**config.mk**
```make
export PLATFORM = sky130hd
export DESIGN_NAME = alarm_zone_controller
export DESIGN_NICKNAME = d
export VERILOG_FILES = /design/src/rtl/alarm_pkg.sv /design/src/rtl/second_ticker.sv /design/src/rtl/alarm_zone_controller.sv
export SDC_FILE = /design/constraint.sdc
export NUM_CORES = 1
export LEC_CHECK = 0
export ABC_AREA = 1
export CAP_MARGIN = 20
export CORE_UTILIZATION = 35
export CTS_CLUSTER_DIAMETER = 60
export DETAILED_ROUTE_END_ITERATION = 16
export HOLD_SLACK_MARGIN = 0.12
export MAX_ROUTING_LAYER = met4
export SYNTH_ARGS = -nofsm -noshare
export SYNTH_HDL_FRONTEND = slang
export SYNTH_SLANG_ARGS = --single-unit
```
**constraint.sdc**
```tcl
create_clock -name clock -period 2.18 [get_ports clock]
set_clock_uncertainty 0.2 [all_clocks]
set_input_delay 0.654 -clock clock [delete_from_list [all_inputs] [get_ports clock]]
set_output_delay 0.654 -clock clock [all_outputs]
set_load 0.02 [all_outputs]
```
**src/rtl/alarm_pkg.sv**
```systemverilog
// alarm_pkg: shared state encoding and zone helpers for the alarm blocks
package alarm_pkg;

    typedef enum logic [1:0] {
        IDLE    = 2'b00,
        SET     = 2'b01,
        TRIGGER = 2'b10,
        ALERT   = 2'b11
    } fsm_state_t;

    localparam int MAX_ZONES = 16;

    function automatic logic [3:0] lowest_set(input logic [MAX_ZONES-1:0] v);
        lowest_set = '0;
        for (int i = MAX_ZONES - 1; i >= 0; i--)
            if (v[i]) lowest_set = 4'(i);
    endfunction

endpackage

```
**src/rtl/second_ticker.sv**
```systemverilog
// second_ticker: one-cycle pulse every CLK_HZ cycles, restartable from zero
module second_ticker #(
    parameter int CLK_HZ = 50_000_000
) (
    input  logic clock,
    input  logic rst,
    input  logic restart,
    output logic tick
);

    localparam int CW = CLK_HZ > 1 ? $clog2(CLK_HZ) : 1;

    logic [CW-1:0] cnt_q, cnt_d;
    logic          tick_q, tick_d;
    logic          wrap;

    always_comb begin
        wrap   = cnt_q == CW'(CLK_HZ - 1);
        cnt_d  = (restart || wrap) ? '0 : cnt_q + 1'b1;
        tick_d = !restart && wrap;
    end

    always_ff @(posedge clock) begin
        if (rst) begin
            cnt_q  <= '0;
            tick_q <= 1'b0;
        end else begin
            cnt_q  <= cnt_d;
            tick_q <= tick_d;
        end
    end

    assign tick = tick_q;

endmodule

```
**src/rtl/alarm_zone_controller.sv**
```systemverilog
// alarm_zone_controller: multi-zone IDLE/SET/TRIGGER/ALERT alarm sequencer
module alarm_zone_controller
    import alarm_pkg::*;
#(
    parameter int NUM_ZONES       = 4,
    parameter int CLK_HZ          = 50_000_000,
    parameter int ARM_DELAY_S     = 10,
    parameter int ENTRY_DELAY_S   = 15,
    parameter int ALERT_TIMEOUT_S = 0,
    parameter int TIMER_W         = 8,
    localparam int FZ_W           = NUM_ZONES > 1 ? $clog2(NUM_ZONES) : 1
) (
    input  logic                 clock,
    input  logic                 rst,
    input  logic                 arm_req,
    input  logic                 disarm_ok,
    input  logic [NUM_ZONES-1:0] zone_trip,
    input  logic [NUM_ZONES-1:0] zone_enable,
    input  logic [NUM_ZONES-1:0] zone_instant,
    output fsm_state_t           system_state,
    output logic                 armed,
    output logic [TIMER_W-1:0]   seconds_timer,
    output logic                 tick_1hz,
    output logic [NUM_ZONES-1:0] tripped_zones,
    output logic [FZ_W-1:0]      first_zone,
    output logic                 first_zone_valid
);

    localparam longint TMAX = (64'd1 << TIMER_W) - 1;
    localparam logic [TIMER_W-1:0] ARM_T   = TIMER_W'(ARM_DELAY_S);
    localparam logic [TIMER_W-1:0] ENTRY_T = TIMER_W'(ENTRY_DELAY_S);
    localparam logic [TIMER_W-1:0] ALERT_T = TIMER_W'(ALERT_TIMEOUT_S);

    if (NUM_ZONES < 1 || NUM_ZONES > MAX_ZONES ||
        ARM_DELAY_S < 0 || ARM_DELAY_S > TMAX ||
        ENTRY_DELAY_S < 0 || ENTRY_DELAY_S > TMAX ||
        ALERT_TIMEOUT_S < 0 || ALERT_TIMEOUT_S > TMAX) begin : g_bad_cfg
        $error("alarm_zone_controller: zone count or delay out of range");
    end

    fsm_state_t           state_q, state_d;
    logic [NUM_ZONES-1:0] s1_q, s2_q, qual;
    logic [NUM_ZONES-1:0] trz_q, trz_d;
    logic [TIMER_W-1:0]   timer_q, timer_d;
    logic [FZ_W-1:0]      fz_q, fz_d;
    logic                 armed_q, armed_d, fzv_q, fzv_d;
    logic                 trip, inst, tick, timer_zero, armed_trip;

    second_ticker #(.CLK_HZ(CLK_HZ)) u_ticker (
        .clock   (clock),
        .rst     (rst),
        .restart (state_d != state_q),
        .tick    (tick)
    );

    always_ff @(posedge clock) begin
        if (rst) begin
            s1_q    <= '0;
            s2_q    <= '0;
            state_q <= IDLE;
            armed_q <= 1'b0;
            timer_q <= '0;
            trz_q   <= '0;
            fz_q    <= '0;
            fzv_q   <= 1'b0;
        end else begin
            s1_q    <= zone_trip;
            s2_q    <= s1_q;
            state_q <= state_d;
            armed_q <= armed_d;
            timer_q <= timer_d;
            trz_q   <= trz_d;
            fz_q    <= fz_d;
            fzv_q   <= fzv_d;
        end
    end

    always_comb begin
        qual       = s2_q & zone_enable;
        trip       = |qual;
        inst       = |(qual & zone_instant);
        timer_zero = timer_q == '0;
        armed_trip = state_q == SET && armed_q && trip;
        state_d    = state_q;
        case (state_q)
            IDLE:    state_d = arm_req ? SET : IDLE;
            SET:     state_d = armed_trip ? ((inst || ENTRY_DELAY_S == 0) ? ALERT : TRIGGER) : SET;
            TRIGGER: state_d = (inst || timer_zero) ? ALERT : TRIGGER;
            ALERT:   state_d = (ALERT_TIMEOUT_S != 0 && timer_zero) ? SET : ALERT;
            default: state_d = IDLE;
        endcase
        if (disarm_ok && state_q != IDLE) state_d = IDLE;
    end

    // Defaults cover staying in a state; the transition block then overrides on entry.
    always_comb begin
        timer_d = (tick && !timer_zero) ? timer_q - 1'b1 : timer_q;
        armed_d = armed_q || (state_q == SET && timer_zero);
        trz_d   = (state_q == IDLE || (state_q == SET && !armed_q)) ? trz_q : trz_q | qual;
        fz_d    = (armed_trip && !fzv_q) ? FZ_W'(lowest_set(MAX_ZONES'(qual))) : fz_q;
        fzv_d   = fzv_q || armed_trip;
        if (state_d != state_q) begin
            armed_d = state_d == SET && state_q == ALERT;
            timer_d = state_d == SET     ? (state_q == IDLE ? ARM_T : '0) :
                      state_d == TRIGGER ? ENTRY_T :
                      state_d == ALERT   ? ALERT_T : '0;
            if (state_d == SET && state_q == IDLE) begin
                trz_d = '0;
                fzv_d = 1'b0;
            end
            if (state_d == IDLE) begin
                trz_d = trz_q;
                fz_d  = fz_q;
                fzv_d = fzv_q;
            end
        end
    end

    always_comb begin
        system_state     = state_q;
        armed            = armed_q;
        seconds_timer    = timer_q;
        tick_1hz         = tick;
        tripped_zones    = trz_q;
        first_zone       = fz_q;
        first_zone_valid = fzv_q;
    end

endmodule

```
==> flow_results.xml, run 1 <==
<?xml version="1.0" encoding="UTF-8"?>
<metrics>
  <group name="synth">
    <metric name="synth_edf_count" unit="">0</metric>
    <metric name="synth.cell_area" unit="um^2">2640</metric>
    <metric name="area_share_of_the_leading_cell_type_in_the_synthesized_netlist" unit="">0.401</metric>
    <metric name="ys_seq_area_frac" unit="">0.401</metric>
    <metric name="postSynthNetCount" unit="">388</metric>
    <metric name="synth_warnings" unit="">0</metric>
    <metric name="synth_flop_cell" unit="">dfxtp_1</metric>
    <metric name="yosys-top-cells-area" unit="">dfxtp_1, nand2_1, nor2_1</metric>
    <metric name="synthDistinctLibCells" unit="">34</metric>
    <metric name="synth_seq_cells" unit="">53</metric>
    <metric name="syn_avg_cell_area" unit="um^2">7.15</metric>
    <metric name="largest_area_contributor_in_the_synthesized_netlist" unit="">dfxtp_1</metric>
    <metric name="synth.most_common_cell" unit="">nand2_1</metric>
    <metric name="synth_cells" unit="">370</metric>
    <metric name="synthArstFlopShare" unit="">0</metric>
    <metric name="synth.top_cells.by_count" unit="">nand2_1, dfxtp_1, nor2_1</metric>
  </group>
  <group name="sta">
    <metric name="timing.setup.tns" unit="ns">0</metric>
    <metric name="worst-slew-pin-transition" unit="ns">0.537</metric>
    <metric name="finalHoldWorstSlack" unit="ns">0.205</metric>
    <metric name="final_slew_viol_count" unit="">0</metric>
    <metric name="period_share" unit="">0.981</metric>
    <metric name="max_clock_freq" unit="MHz">468</metric>
    <metric name="layout_min_cycle_time" unit="ns">2.14</metric>
    <metric name="report.final.setup_viol" unit="">0</metric>
    <metric name="relSlewSlack" unit="">0.640</metric>
    <metric name="finalWorstSetupSlack" unit="ns">0.0420</metric>
    <metric name="timing_hold_violations_final" unit="">0</metric>
  </group>
  <group name="clock_network">
    <metric name="clock_latency" unit="ns">0.31</metric>
    <metric name="clock_sinks" unit="">53</metric>
    <metric name="clk_path_buf_depth" unit="">2</metric>
    <metric name="cts_hold_buffers" unit="">0</metric>
    <metric name="tritoncts" unit="">yes</metric>
    <metric name="tritoncts.num_buffers" unit="">5</metric>
    <metric name="cts-root-buf" unit="">clkbuf_8</metric>
    <metric name="path_clk_slew" unit="ns">0.09</metric>
    <metric name="htreeDepth" unit="">2</metric>
  </group>
  <group name="critical_path">
    <metric name="ff2ff_setup_slack" unit="ns">0.12</metric>
    <metric name="cp_required" unit="ns">2.22</metric>
    <metric name="worst-path-buf-inv" unit="">2</metric>
    <metric name="critical_path.top_delay_family" unit="">buffers and inverters</metric>
    <metric name="critical_path_top_delay_cell" unit="">clkdlybuf4s50_1</metric>
    <metric name="cp_cell_sequence" unit="">clkdlybuf4s50_1 -&gt; o21ai_2 -&gt; nand3_2 -&gt; nand2_4 -&gt; nand4_4 -&gt; buf_6 -&gt; a21oi_2</metric>
    <metric name="critical-path-max-stage-delay" unit="ns">0.47</metric>
    <metric name="timing.rr.end" unit="">seconds_timer[0]</metric>
    <metric name="worstSetupPathType" unit="">input pin to flop</metric>
    <metric name="critical_path.startpoint_type" unit="">input pin</metric>
    <metric name="worst-r2r-cell-count" unit="">16</metric>
    <metric name="data_arrival_time_of_the_critical_path" unit="ns">2.18</metric>
    <metric name="critical_path.max_fanout" unit="">7</metric>
    <metric name="end_kind" unit="">flop</metric>
    <metric name="r2r_start" unit="">seconds_timer[0]</metric>
  </group>
  <group name="routing">
    <metric name="drc" unit="">0</metric>
    <metric name="wl" unit="um">6420</metric>
    <metric name="number_of_optimization_iterations_in_the_first_detailed_route_pass" unit="">4</metric>
    <metric name="detailedRoute.firstIterationViolations" unit="">100</metric>
    <metric name="antenna_violating_nets_post_route" unit="">0</metric>
    <metric name="via_count" unit="">2513</metric>
    <metric name="vias_per_cell" unit="">4.69</metric>
    <metric name="wl_per_cell" unit="um">12.0</metric>
  </group>
  <group name="floorplanning">
    <metric name="design.core.area" unit="um^2">7290</metric>
    <metric name="floorplan.die_area" unit="um^2">7900</metric>
    <metric name="die-height" unit="um">88.9</metric>
    <metric name="rows" unit="">31</metric>
    <metric name="initial_utilization" unit="">0.363</metric>
    <metric name="top_level_ports" unit="">35</metric>
    <metric name="horizontal_extent_of_the_die" unit="um">88.9</metric>
  </group>
  <group name="global_routing">
    <metric name="largest_net_degree_at_the_start_of_global_routing" unit="">18</metric>
    <metric name="globalRoute.totalOverflow" unit="">0</metric>
    <metric name="grt_pass1_vias" unit="">2371</metric>
    <metric name="groute.usage.overall" unit="">0.182</metric>
    <metric name="grt_antenna_before_repair" unit="">0</metric>
    <metric name="grt_pass1_wl" unit="um">10800</metric>
  </group>
  <group name="hold_path">
    <metric name="min_from" unit="">s1_q[3]</metric>
    <metric name="min_delay_path_depth" unit="">2</metric>
    <metric name="min_to" unit="">s2_q[3]</metric>
    <metric name="min-delay-path-class" unit="">flop to flop</metric>
  </group>
  <group name="placed_design">
    <metric name="numPortBuffers" unit="">34</metric>
    <metric name="detailedPlacementHpwl" unit="um">4480</metric>
    <metric name="post-place-ws" unit="ns">-0.396</metric>
    <metric name="finalWeightedCongestion" unit="">0.799</metric>
    <metric name="placed_cell_area" unit="um^2">3230</metric>
  </group>
  <group name="outcome">
    <metric name="status" unit="">finished clean</metric>
  </group>
  <group name="layout">
    <metric name="flow.area_growth_from_synthesis" unit="%">35.4</metric>
    <metric name="drive_above_1_share" unit="">0.229</metric>
    <metric name="finalNetCount" unit="">454</metric>
    <metric name="final_area" unit="um^2">3580</metric>
    <metric name="antenna-diode-count" unit="">0</metric>
  </group>
  <group name="power">
    <metric name="power_per_cell_area" unit="nW/um^2">615</metric>
    <metric name="ir_worst_vdd" unit="mV">0.321</metric>
    <metric name="p_leak" unit="nW">1.51</metric>
  </group>
  <group name="flow_run">
    <metric name="timing.max_cap.violations" unit="">0</metric>
  </group>
</metrics>
cell usage in the layout, fill, tap and decap left out, drive strengths merged:
| cell | n |
|---|---|
| bufinv | 1 |
| nand3 | 18 |
| nor3 | 14 |
| or2 | 6 |
| dfxtp | 53 |
| a31oi | 4 |
| buf | 30 |
| or3b | 1 |
| nor4 | 2 |
| clkdlybuf4s50 | 16 |
| nand4 | 23 |
| xor2 | 10 |
| dlymetal6s2s | 8 |
| a21oi | 20 |
| nor3b | 1 |
| ha | 2 |
| xnor2 | 5 |
| clkbuf | 7 |
| nor2 | 62 |
| o21ai | 10 |
| inv | 54 |
| nand2 | 78 |
| dlygate4sd2 | 10 |
| and2 | 2 |
worst reg2reg max path: cells and delay by family, from the launching register on:
kind	cells	cell delay [ns]
flops	1	0.34
buf+inv	3	0.36
fa+ha+maj	1	0.18
simple gates	12	0.93
metal layers:
layer | GRT usage | vias to the layer above | wire length [um]
li1 | - | 1325 | -
met3 | 0.0416 | 7 | 270
met4 | 0.0484 | 0 | 74
met1 | 0.227 | 1140 | 2980
met5 | - | - | 0
met2 | 0.299 | 41 | 3090
power breakdown:
part	internal (mW)	switching, mW
sequential	0.998	0.0223
clock	0.375	0.315
combinational	0.217	0.271
total	1.59	0.609
timing repair:
action,in CTS,in global routing
resized for setup,18,38
endpoints found under the setup margin,36,40
buffers inserted,12,1
pin swaps,8,10
cloned,2,0
cells by family (layout without fill, tap and decap cells):
| family | after synthesis | count (layout) | share of synthesized area |
|---|---|---|---|
| xor+xnor | 15 | 15 | 0.0497 |
| compound gates | 34 | 34 | 0.0762 |
| flops | 53 | 53 | 0.401 |
| buf+inv | 59 | 126 | 0.0899 |
| simple gates | 207 | 207 | 0.373 |
| fa+ha+maj | 2 | 2 | 0.00946 |
cell type report:
| type | count | area, um^2 |
|---|---|---|
| fillers | 739 | 3710 |
| well taps | 99 | 124 |
| clock inverters | 1 | 30.0 |
| inverters | 54 | 203 |
| clock buffers | 7 | 86.3 |
| multi-input cells | 258 | 1440 |
| repair buffers | 64 | 629 |
| flip-flops and latches | 53 | 1060 |
sequential cells by signal, indices dropped and copies added, names as in the netlist:
| register | count |
|---|---|
| s1_q | 4 |
| u_ticker.tick | 1 |
| tripped_zones | 4 |
| first_zone_valid | 1 |
| system_state | 2 |
| seconds_timer | 8 |
| armed | 1 |
| u_ticker.cnt_q | 26 |
| s2_q | 4 |
| first_zone | 2 |
worst max path at each step:
stage / start / to / slack, ns / cells after the start
2_1_floorplan: zone_enable[1] / seconds_timer[1] / 0.11 / 11
3_3_place_gp: zone_enable[1] / u_ticker.cnt_q[18] / -0.36 / 11
3_5_place_dp: zone_enable[1] / u_ticker.cnt_q[19] / -0.40 / 11
4_1_cts: zone_instant[2] / u_ticker.cnt_q[19] / -0.006 / 12
5_1_grt: disarm_ok / u_ticker.cnt_q[5] / -0.01 / 7
6_report: disarm_ok / u_ticker.cnt_q[20] / 0.04 / 7
stage by stage:
stage | utilization | power, mW | instances
after detailed placement | 0.442 | 1.44 | 515
after global placement | 0.442 | 1.44 | 515
after floorplan | - | 1.29 | 370
after CTS | 0.479 | 2.19 | 537
final | 0.491 | 2.20 | 536
after global routing | 0.491 | 2.31 | 536
Note: power is estimated with default switching activity, not from simulation.
==> inputs of run 2 (changes only) <==
--- a/config.mk
+++ b/config.mk
@@ -12,6 +12,7 @@
 export DETAILED_ROUTE_END_ITERATION = 16
 export HOLD_SLACK_MARGIN = 0.12
 export MAX_ROUTING_LAYER = met4
+export PLACE_DENSITY = 0.64
 export SYNTH_ARGS = -nofsm -noshare
 export SYNTH_HDL_FRONTEND = slang
 export SYNTH_SLANG_ARGS = --single-unit
==> flow_results.xml, run 2 (synthesized netlist as in run 1, its figures left out) <==
<?xml version="1.0" encoding="UTF-8"?>
<metrics>
  <group name="hold_path">
    <metric name="min-delay-path-class" unit="">flop to flop</metric>
  </group>
  <group name="placed_design">
    <metric name="post-place-ws" unit="ns">-0.443</metric>
    <metric name="detailedPlacementHpwl" unit="um">4430</metric>
    <metric name="finalWeightedCongestion" unit="">0.855</metric>
    <metric name="numPortBuffers" unit="">34</metric>
    <metric name="placed_cell_area" unit="um^2">3230</metric>
  </group>
  <group name="power">
    <metric name="clock_power_share" unit="">0.287</metric>
    <metric name="power.combinational.fraction" unit="">0.227</metric>
    <metric name="p_leak" unit="nW">1.57</metric>
    <metric name="power_per_cell_area" unit="nW/um^2">590</metric>
    <metric name="total_switching_power" unit="mW">0.649</metric>
    <metric name="ir_worst_vdd" unit="mV">0.287</metric>
    <metric name="internal_power" unit="mW">1.45</metric>
    <metric name="power.share.sequential" unit="">0.485</metric>
    <metric name="net_sw_frac" unit="">0.309</metric>
  </group>
  <group name="global_routing">
    <metric name="grt_antenna_before_repair" unit="">0</metric>
    <metric name="grt_pass1_wl" unit="um">10100</metric>
    <metric name="largest_net_degree_at_the_start_of_global_routing" unit="">27</metric>
    <metric name="groute.usage.overall" unit="">0.166</metric>
    <metric name="grt_pass1_vias" unit="">2373</metric>
    <metric name="globalRoute.totalOverflow" unit="">0</metric>
  </group>
  <group name="layout">
    <metric name="largest_register_ffs" unit="">26</metric>
    <metric name="registers.top_by_ff_count" unit="">u_ticker.cnt_q</metric>
    <metric name="finalNetCount" unit="">452</metric>
    <metric name="layout.cells.most_common" unit="">nand2_1</metric>
    <metric name="antenna-diode-count" unit="">0</metric>
    <metric name="n_fill_cell" unit="">728</metric>
    <metric name="drive_above_1_share" unit="">0.223</metric>
    <metric name="final_area" unit="um^2">3560</metric>
    <metric name="flow.area_growth_from_synthesis" unit="%">34.5</metric>
    <metric name="mostFrequentLayoutCells" unit="">nand2_1, dfxtp_1, inv_1, nor2_1, buf_4</metric>
  </group>
  <group name="clock_network">
    <metric name="clock_latency" unit="ns">0.32</metric>
    <metric name="clk_path_buf_depth" unit="">2</metric>
    <metric name="tritoncts" unit="">yes</metric>
    <metric name="clock_sinks" unit="">53</metric>
    <metric name="htreeDepth" unit="">2</metric>
    <metric name="path_clk_slew" unit="ns">0.11</metric>
    <metric name="cts_hold_buffers" unit="">0</metric>
    <metric name="cts-root-buf" unit="">clkbuf_8</metric>
    <metric name="tritoncts.num_buffers" unit="">5</metric>
  </group>
  <group name="sta">
    <metric name="worst-slew-pin-transition" unit="ns">0.434</metric>
    <metric name="final_slew_viol_count" unit="">0</metric>
    <metric name="relSlewSlack" unit="">0.708</metric>
    <metric name="max_clock_freq" unit="MHz">470</metric>
    <metric name="period_share" unit="">0.976</metric>
    <metric name="timing_hold_violations_final" unit="">0</metric>
    <metric name="finalWorstSetupSlack" unit="ns">0.0515</metric>
    <metric name="layout_min_cycle_time" unit="ns">2.13</metric>
    <metric name="report.final.setup_viol" unit="">0</metric>
  </group>
  <group name="routing">
    <metric name="via_count" unit="">2546</metric>
    <metric name="wl" unit="um">6310</metric>
    <metric name="number_of_optimization_iterations_in_the_first_detailed_route_pass" unit="">8</metric>
    <metric name="vias_per_cell" unit="">4.77</metric>
    <metric name="wl_per_cell" unit="um">11.8</metric>
    <metric name="detailedRoute.firstIterationViolations" unit="">126</metric>
    <metric name="antenna_violating_nets_post_route" unit="">0</metric>
    <metric name="drc" unit="">0</metric>
  </group>
  <group name="flow_run">
    <metric name="timing.max_cap.violations" unit="">0</metric>
  </group>
  <group name="critical_path">
    <metric name="cp_cell_sequence" unit="">clkdlybuf4s50_1</metric>
    <metric name="critical-path-max-stage-delay" unit="ns">0.61</metric>
    <metric name="critical_path.startpoint_type" unit="">flop</metric>
    <metric name="worst-path-buf-inv" unit="">1</metric>
    <metric name="critical_path.max_fanout" unit="">2</metric>
    <metric name="critical_path.top_delay_family" unit="">buffers and inverters</metric>
    <metric name="critical_path_top_delay_cell" unit="">clkdlybuf4s50_1</metric>
    <metric name="cp_required" unit="ns">1.33</metric>
    <metric name="end_kind" unit="">output port</metric>
    <metric name="worstSetupPathType" unit="">flop to output port</metric>
    <metric name="data_arrival_time_of_the_critical_path" unit="ns">1.27</metric>
  </group>
  <group name="floorplanning">
    <metric name="floorplan.die_area" unit="um^2">7900</metric>
    <metric name="horizontal_extent_of_the_die" unit="um">88.9</metric>
    <metric name="initial_utilization" unit="">0.363</metric>
    <metric name="design.core.area" unit="um^2">7290</metric>
    <metric name="top_level_ports" unit="">35</metric>
    <metric name="rows" unit="">31</metric>
    <metric name="die-height" unit="um">88.9</metric>
  </group>
  <group name="outcome">
    <metric name="status" unit="">finished clean</metric>
  </group>
</metrics>
==> run 2: cell count changes in the layout (fill, tap and decap cells not counted), moves of 3 or more <==
cell | before | now
a21oi_2 | 12 | 9
clkdlybuf4s50_1 | 16 | 11
dlymetal6s2s_1 | 8 | 14
nor2_2 | 11 | 14
==> run 2: worst paths after layout <==
check              startpoint                 to  slack [ns]  cells past startpoint
max             u_ticker.tick           tick_1hz        0.05                      1
min                   s1_q[1]            s2_q[1]        0.21                      2
min reg2reg           s1_q[1]            s2_q[1]        0.21                      2
max reg2reg  seconds_timer[1]  u_ticker.cnt_q[3]        0.09                     13
==> run 2: area by class of cell <==
type	instances	area (um^2)	share of cell area
flip-flops and latches	53	1060	0.298
inverters	54	203	0.0570
well taps	99	124	0.0348
multi-input cells	258	1450	0.406
clock inverters	3	28.8	0.00809
clock buffers	5	68.8	0.0194
repair buffers	62	626	0.176
==> run 2: repair_timing <==
| item | CTS | global route |
|---|---|---|
| setup endpoints to repair | 40 | 45 |
| pin swaps | 1 | 15 |
| gates cloned | 0 | 3 |
| gates resized for setup | 10 | 44 |
| setup buffers | 2 | 4 |
==> run 2: per-layer routing <==
layer  track usage  routed length (um)
met5             -                   0
met4        0.0396                  87
met3        0.0342                 351
met2         0.275                2910
met1         0.209                2960
==> run 2: power by group through the flow <==
stage | Combinational [mW] | Sequential [mW] | Clock (mW)
after global placement | 0.403 | 1.04 | 0
after CTS | 0.406 | 1.02 | 0.635
after floorplan | 0.232 | 1.06 | 0
final | 0.477 | 1.02 | 0.604
after global routing | 0.523 | 1.02 | 0.673
after detailed placement | 0.403 | 1.04 | 0
==> run 2: through the flow <==
step | power (mW) | TNS (ns) | instances | hold WS, ns | utilization
after detailed placement | 1.44 | -14.13 | 517 | 0.195 | 0.443
after CTS | 2.06 | -0.128 | 527 | 0.212 | 0.457
after floorplan | 1.29 | 0 | 370 | 0.188 | -
after global placement | 1.44 | -12.77 | 517 | 0.191 | 0.443
final | 2.10 | 0 | 534 | 0.209 | 0.488
after global routing | 2.22 | -0.382 | 534 | 0.233 | 0.488
==> inputs of run 3 (changes only) <==
--- a/config.mk
+++ b/config.mk
@@ -10,7 +10,6 @@
 export CORE_UTILIZATION = 35
 export CTS_CLUSTER_DIAMETER = 60
 export DETAILED_ROUTE_END_ITERATION = 16
-export HOLD_SLACK_MARGIN = 0.12
 export MAX_ROUTING_LAYER = met4
 export PLACE_DENSITY = 0.64
 export SYNTH_ARGS = -nofsm -noshare
==> results of run 3 <==
The final DEF is identical to that of run 2; final timing and power are the same.
==> RTL change 1: new RTL, settings of run 2 <==
Change the parameter `TIMER_W` from 8 to 10.
--- a/src/rtl/alarm_zone_controller.sv
+++ b/src/rtl/alarm_zone_controller.sv
@@ -9,3 +9,3 @@
     parameter int ALERT_TIMEOUT_S = 0,
-    parameter int TIMER_W         = 8,
+    parameter int TIMER_W         = 10,
     localparam int FZ_W           = NUM_ZONES > 1 ? $clog2(NUM_ZONES) : 1
Ports: changed (resized seconds_timer); port bits go from 35 to 37. No check against the original RTL was run, so the function may have changed too.
==> RTL change 1 against run 2 <==
Power is 1.3% higher; non-clock buffer count is 7 higher; worst setup slack worse by 0.0077 ns; design area is 3.1% higher; sequential cell count is 2 higher; fmax is 0.36% lower; synthesized area is 0.95% higher; wire length is 6.3% lower.
==> RTL change 1: results (changes against run 2) <==
Outcome:
- The flow ran to the end, and the final reports show no timing, DRC or antenna violations.

Yosys:
- In the synthesized netlist, the cells that appear most often are nor2_1, inv_1, dfxtp_1, nand2_1, nand3_1.
- The distinct cell type count after synthesis is 32 (-5.9%).
- The proportion of synthesized chip area in sequential cells is 41.26% (+1.1 points).
- By area the synthesized netlist is led by dfxtp_1, nor2_1, inv_1, nand2_1, nand3_1.
- The number of nets produced by synthesis was 382 (-1.5%).
- The number of standard cells after synthesis was 364 (-1.6%).
- The Yosys warning count came to 0 (unchanged).
- The share of flip-flops with an asynchronous set or reset is 0% (unchanged).

Power:
- The static power due to leakage was 1.492 nW (-5.1%).
- The switching share of total power is 25.95% (-5.0 points).
- The largest vdd supply drop came to 330.8 uV (+15%).

Layout:
- The most flop-heavy register is u_ticker.cnt_q.
- The antenna diode instance count came to 0 (unchanged).
- The non-filler instance count after layout came to 535 (+0.19%).
- The fraction of layout instances using a drive strength above 1 is 23.62% (+1.3 points).
- The post-layout net count was 454 (+0.44%).
- The number of flip-flops under the largest register name is 26 (unchanged).

Detailed routing:
- The detail-routed via count per cell is 4.606 (-3.4%).
- The detailed router's first-iteration violation count is 73 (-42%).
- The first-pass detailed-route iteration total is 4 (-4).
- The per-cell routed wire length is 11.05 microns (-6.4%).
- The number of nets with antenna violations after detailed routing is 0 (unchanged).
- The residual DRC count is 0 (unchanged).

Placement:
- The placed wire-length estimate is 4241 microns (-4.2%).
- The weighted congestion reported at the end of routability-driven placement is 0.8326 (-2.6%).
- The placement-stage worst setup slack is -0.4548 ns (-0.01140 ns).
- The number of input and output port buffers inserted is 36 (+5.9%).
- The number of placed instances with taps included is 510 (-1.4%).

Setup path:
- The highest-delay cell along the critical path is clkdlybuf4s50_1.
- The maximum net fanout on the critical path was 2 (unchanged).
- The maximum cell stage delay along the critical path was 0.61 ns (about the same).
- In this design, the largest share of critical-path delay is due to buffers and inverters.

Clocking:
- The maximum buffer depth of the clock tree is 2 (unchanged).
- The number of buffers created by CTS was 5 (unchanged).
- The insertion delay to the later sink of the worst-skew pair is 0.31 ns.
- The number of H-tree levels is 2 (unchanged).
- The tree is rooted in a clkbuf_8.
- Clock-pin slew was measured on the worst setup and hold paths at 0.10 ns.

Global routing:
- The number of global-route vias before repair was 2410 (+1.6%).
- The initial antenna violation count is 0 (unchanged).
- The first-pass GRT wire length was 10360 microns (+2.1%).
- The pin count of the biggest net entering global routing is 17 (-37%).
- The overall global routing resource usage was 16.95% (+0.31 points).

Hold path:
- The worst hold path belongs to the class flip-flop to flip-flop.

STA:
- The relative slew slack came to 69.54% (-1.3 points).
RTL change 1: cell types whose count changed in the layout (fill, tap and decap cells not counted), sizes merged, moves of 3 or more:
cell and delta:
buf +6, clkdlybuf4s50 +3, dlygate4sd2 +8, dlymetal6s2s -12, nand2 -23, nand3 +11, nand4 -8, nor2 +13
o21ai -3, or2 -4
RTL change 1: area by class of cell:
type / count / area (sq um)
fillers: 699 / 3665
multi-input cells: 247 / 1441
flip-flops and latches: 55 / 1110
repair buffers: 69 / 666.9
inverters: 58 / 217.7
well taps: 99 / 123.9
clock buffers: 5 / 68.82
clock inverters: 2 / 37.54
RTL change 1: routing by layer:
| layer | up-vias | routed length [microns] | track usage, % |
|---|---|---|---|
| met1 | 1109 | 2805 | 20.57 |
| met3 | 5 | 213 | 3.139 |
| li1 | 1303 | - | - |
| met2 | 47 | 2843 | 28.73 |
| met5 | - | 0 | - |
| met4 | 0 | 48 | 4.762 |
RTL change 1: cell families after synthesis:
group / count (synthesis) / synth area share (%)
AOI/OAI and AO/OA: 32 / 7.360
xor gates and xnor gates: 19 / 6.235
adders and majority gates: 2 / 0.9375
buffers and inverters: 62 / 9.329
DFF: 55 / 41.26
and+or+nand+nor: 194 / 34.88
RTL change 1: what timing repair did:
item | in CTS | in global routing
setup buffers | 9 | 6
pin swaps | 19 | 19
gates resized for setup | 35 | 37
cloned | 3 | 0
setup endpoints to repair | 49 | 29
RTL change 1: final timing paths:
check | from | end | slack (ns) | depth (start not counted)
max | first_zone[1]$_SDFFE_PP0P_ | first_zone[1] | 0.04 | 1
min | s1_q[1]$_SDFF_PP0_ | s2_q[1]$_SDFF_PP0_ | 0.21 | 2
max reg2reg | u_ticker.cnt_q[0]$_SDFF_PP0_ | u_ticker.cnt_q[22]$_SDFF_PP0_ | 0.11 | 11
min reg2reg | s1_q[1]$_SDFF_PP0_ | s2_q[1]$_SDFF_PP0_ | 0.21 | 2
RTL change 1: through the flow:
step | util (%) | cell area, sq um
2_1_floorplan | - | 2669
3_3_place_gp | 44.29 | 3247
3_5_place_dp | 44.29 | 3247
4_1_cts | 48.23 | 3536
5_1_grt | 50.01 | 3666
6_report | 50.01 | 3666
RTL change 1: power groups by stage:
| stage | combinational (W) | sequential [W] | clock, W |
|---|---|---|---|
| global route | 0.000445 | 0.00106 | 0.000721 |
| floorplan | 0.000171 | 0.00109 | 0 |
| CTS | 0.000369 | 0.00105 | 0.000689 |
| detailed placement | 0.000303 | 0.00107 | 0 |
| global placement | 0.000303 | 0.00108 | 0 |
| finish | 0.000404 | 0.00106 | 0.000666 |
==> RTL change 2: new RTL, flow settings as in run 2 <==
Without the edit above. Register the output `tick_1hz`, cleared by the reset; this adds one clock of latency there. The other outputs are not delayed to match.
--- a/src/rtl/alarm_zone_controller.sv
+++ b/src/rtl/alarm_zone_controller.sv
@@ -32,2 +32,4 @@
     localparam logic [TIMER_W-1:0] ALERT_T = TIMER_W'(ALERT_TIMEOUT_S);
+
+    logic tick_1hz_d;
 
@@ -122,3 +124,3 @@
         seconds_timer    = timer_q;
-        tick_1hz         = tick;
+        tick_1hz_d       = tick;
         tripped_zones    = trz_q;
@@ -128,2 +130,10 @@
 
+    always_ff @(posedge clock) begin
+        if (rst) begin
+            tick_1hz <= '0;
+        end else begin
+            tick_1hz <= tick_1hz_d;
+        end
+    end
+
 endmodule
Behaviour: same outputs for any inputs over 10 cycles, from zero or initial values and one cycle with rst high; that may be too few to reach the edited logic, so the function may still have changed.
==> RTL change 2 against run 2 <==
First-iteration DRC count decreased by 22%; wire length increased by 0.70%; power increased by 9.9%; synthesized area increased by 0.76%; design area increased by 3.2%; largest power group unchanged; sequential cell count increased by 1; worst setup slack got worse by 0.0049 ns; non-clock buffer count increased by 4; via count decreased by 0.24%.
==> RTL change 2: results (changes against run 2) <==
Outcome:
- The flow ran to the end, and the final reports show no timing, DRC or antenna violations.

Layout:
- The number of filler instances in the final layout is 745 (+2.3%).
- The number of non-clock buffers is 66 (+6.5%).
- The post-layout net count is 455 (+0.66%).
- The count of multi-input gates is 256 (-0.78%).
- The non-filler instance count after layout is 536 (+0.37%).
- The clock distribution area overhead in the final layout is 2.932% (+0.19 points).
- The number of sequential cells in the layout is 54 (+1.9%).
- The fraction of layout instances using a drive strength above 1 is 23.11% (+0.81 points).
- The fraction of area in registers is 29.49% (-0.35 points).
- The multi-input combinational area share came to 40.61% (about the same).

STA:
- The relative slew slack was 67.17% (-3.7 points).

Yosys:
- The share of the synthesized area in compound gates (AO/OA/AOI/OAI) came to 7.233% (-0.39 points).
- After synthesis, the cell types taking the most area are dfxtp_1, nand2_1, nor2_1, inv_1, nand4_1.
- The commonest cells after synthesis are nand2_1, nor2_1, dfxtp_1, inv_1.
- The xor/xnor cell area share of the yosys netlist is 4.932% (-0.037 points).
- The distinct cell type count after synthesis is 35 (+2.9%).
- The proportion of synthesized chip area in sequential cells is 40.58% (+0.45 points).
- The number of nets produced by synthesis is 387 (-0.26%).
- The adder and majority gate portion of the synthesized area is 0.9394% (-0.0071 points).

Placement:
- The placement-stage worst setup slack came to -0.4127 ns (+0.03065 ns).
- The weighted congestion reported at the end of routability-driven placement is 0.8452 (-1.2%).
- The placed wire-length estimate is 4395 microns (-0.77%).

Global routing:
- The met3 layer usage reported by global route is 3.601% (+0.18 points).
- The pin count of the biggest net entering global routing is 19 (-30%).
- The overall global routing resource usage came to 16.74% (+0.10 points).
- The number of global-route vias before repair is 2321 (-2.2%).
- The fraction of met2 tracks used by global routing is 27.48% (about the same).
- The first-pass GRT wire length is 10010 microns (-1.4%).
- The met1 track demand over resource in global routing was 19.94% (-0.93 points).

Detailed routing:
- The met2 wire length was 3091 microns (+6.2%).
- The detail-routed via count per cell is 4.739 (-0.61%).
- The routed metal-1 wirelength was 2873 microns (-2.8%).
- The detailed router's first-iteration violation count was 98 (-22%).
- The detailed route wirelength on metal3 came to 333 microns (-5.1%).
- The first-pass detailed-route iteration total is 4 (-4).

Power:
- The power share of the sequential group is 45.3% (-3.2 points).
- The static power due to leakage is 1.611 nW (+2.4%).
- The net load switching power was 0.0006785 W (+4.5%).
- The largest vdd supply drop came to 364.6 uV (+27%).

Setup path:
- The maximum cell stage delay along the critical path is 0.50 ns (-0.11 ns).
- The data arrival time at the worst-slack endpoint is 2.19 ns (+0.92 ns).
- The maximum net fanout on the critical path is 10 (+8).
-- RTL change 2: changes by cell type after synthesis, moves of 2 or more --
| cell | run 2 | this run |
|---|---|---|
| nor2_1 | 52 | 60 |
| nor3_1 | 13 | 19 |
| a21oi_1 | 15 | 11 |
| nand2_1 | 73 | 69 |
| o21ai_0 | 7 | 3 |
| a21oi_2 | 5 | 8 |
| nor2_2 | 10 | 7 |
| nand4_1 | 21 | 19 |
-- RTL change 2: worst paths after layout --
path / start / to / slack, ns / depth (start not counted)
worst max-delay path: disarm_ok / seconds_timer[0]$_SDFFE_PP0P_ / 0.05 / 9
worst min-delay path: s1_q[2]$_SDFF_PP0_ / s2_q[2]$_SDFF_PP0_ / 0.21 / 2
worst max register to register: seconds_timer[0]$_SDFFE_PP0P_ / seconds_timer[2]$_SDFFE_PP0P_ / 0.10 / 16
worst min register to register: s1_q[2]$_SDFF_PP0_ / s2_q[2]$_SDFF_PP0_ / 0.21 / 2
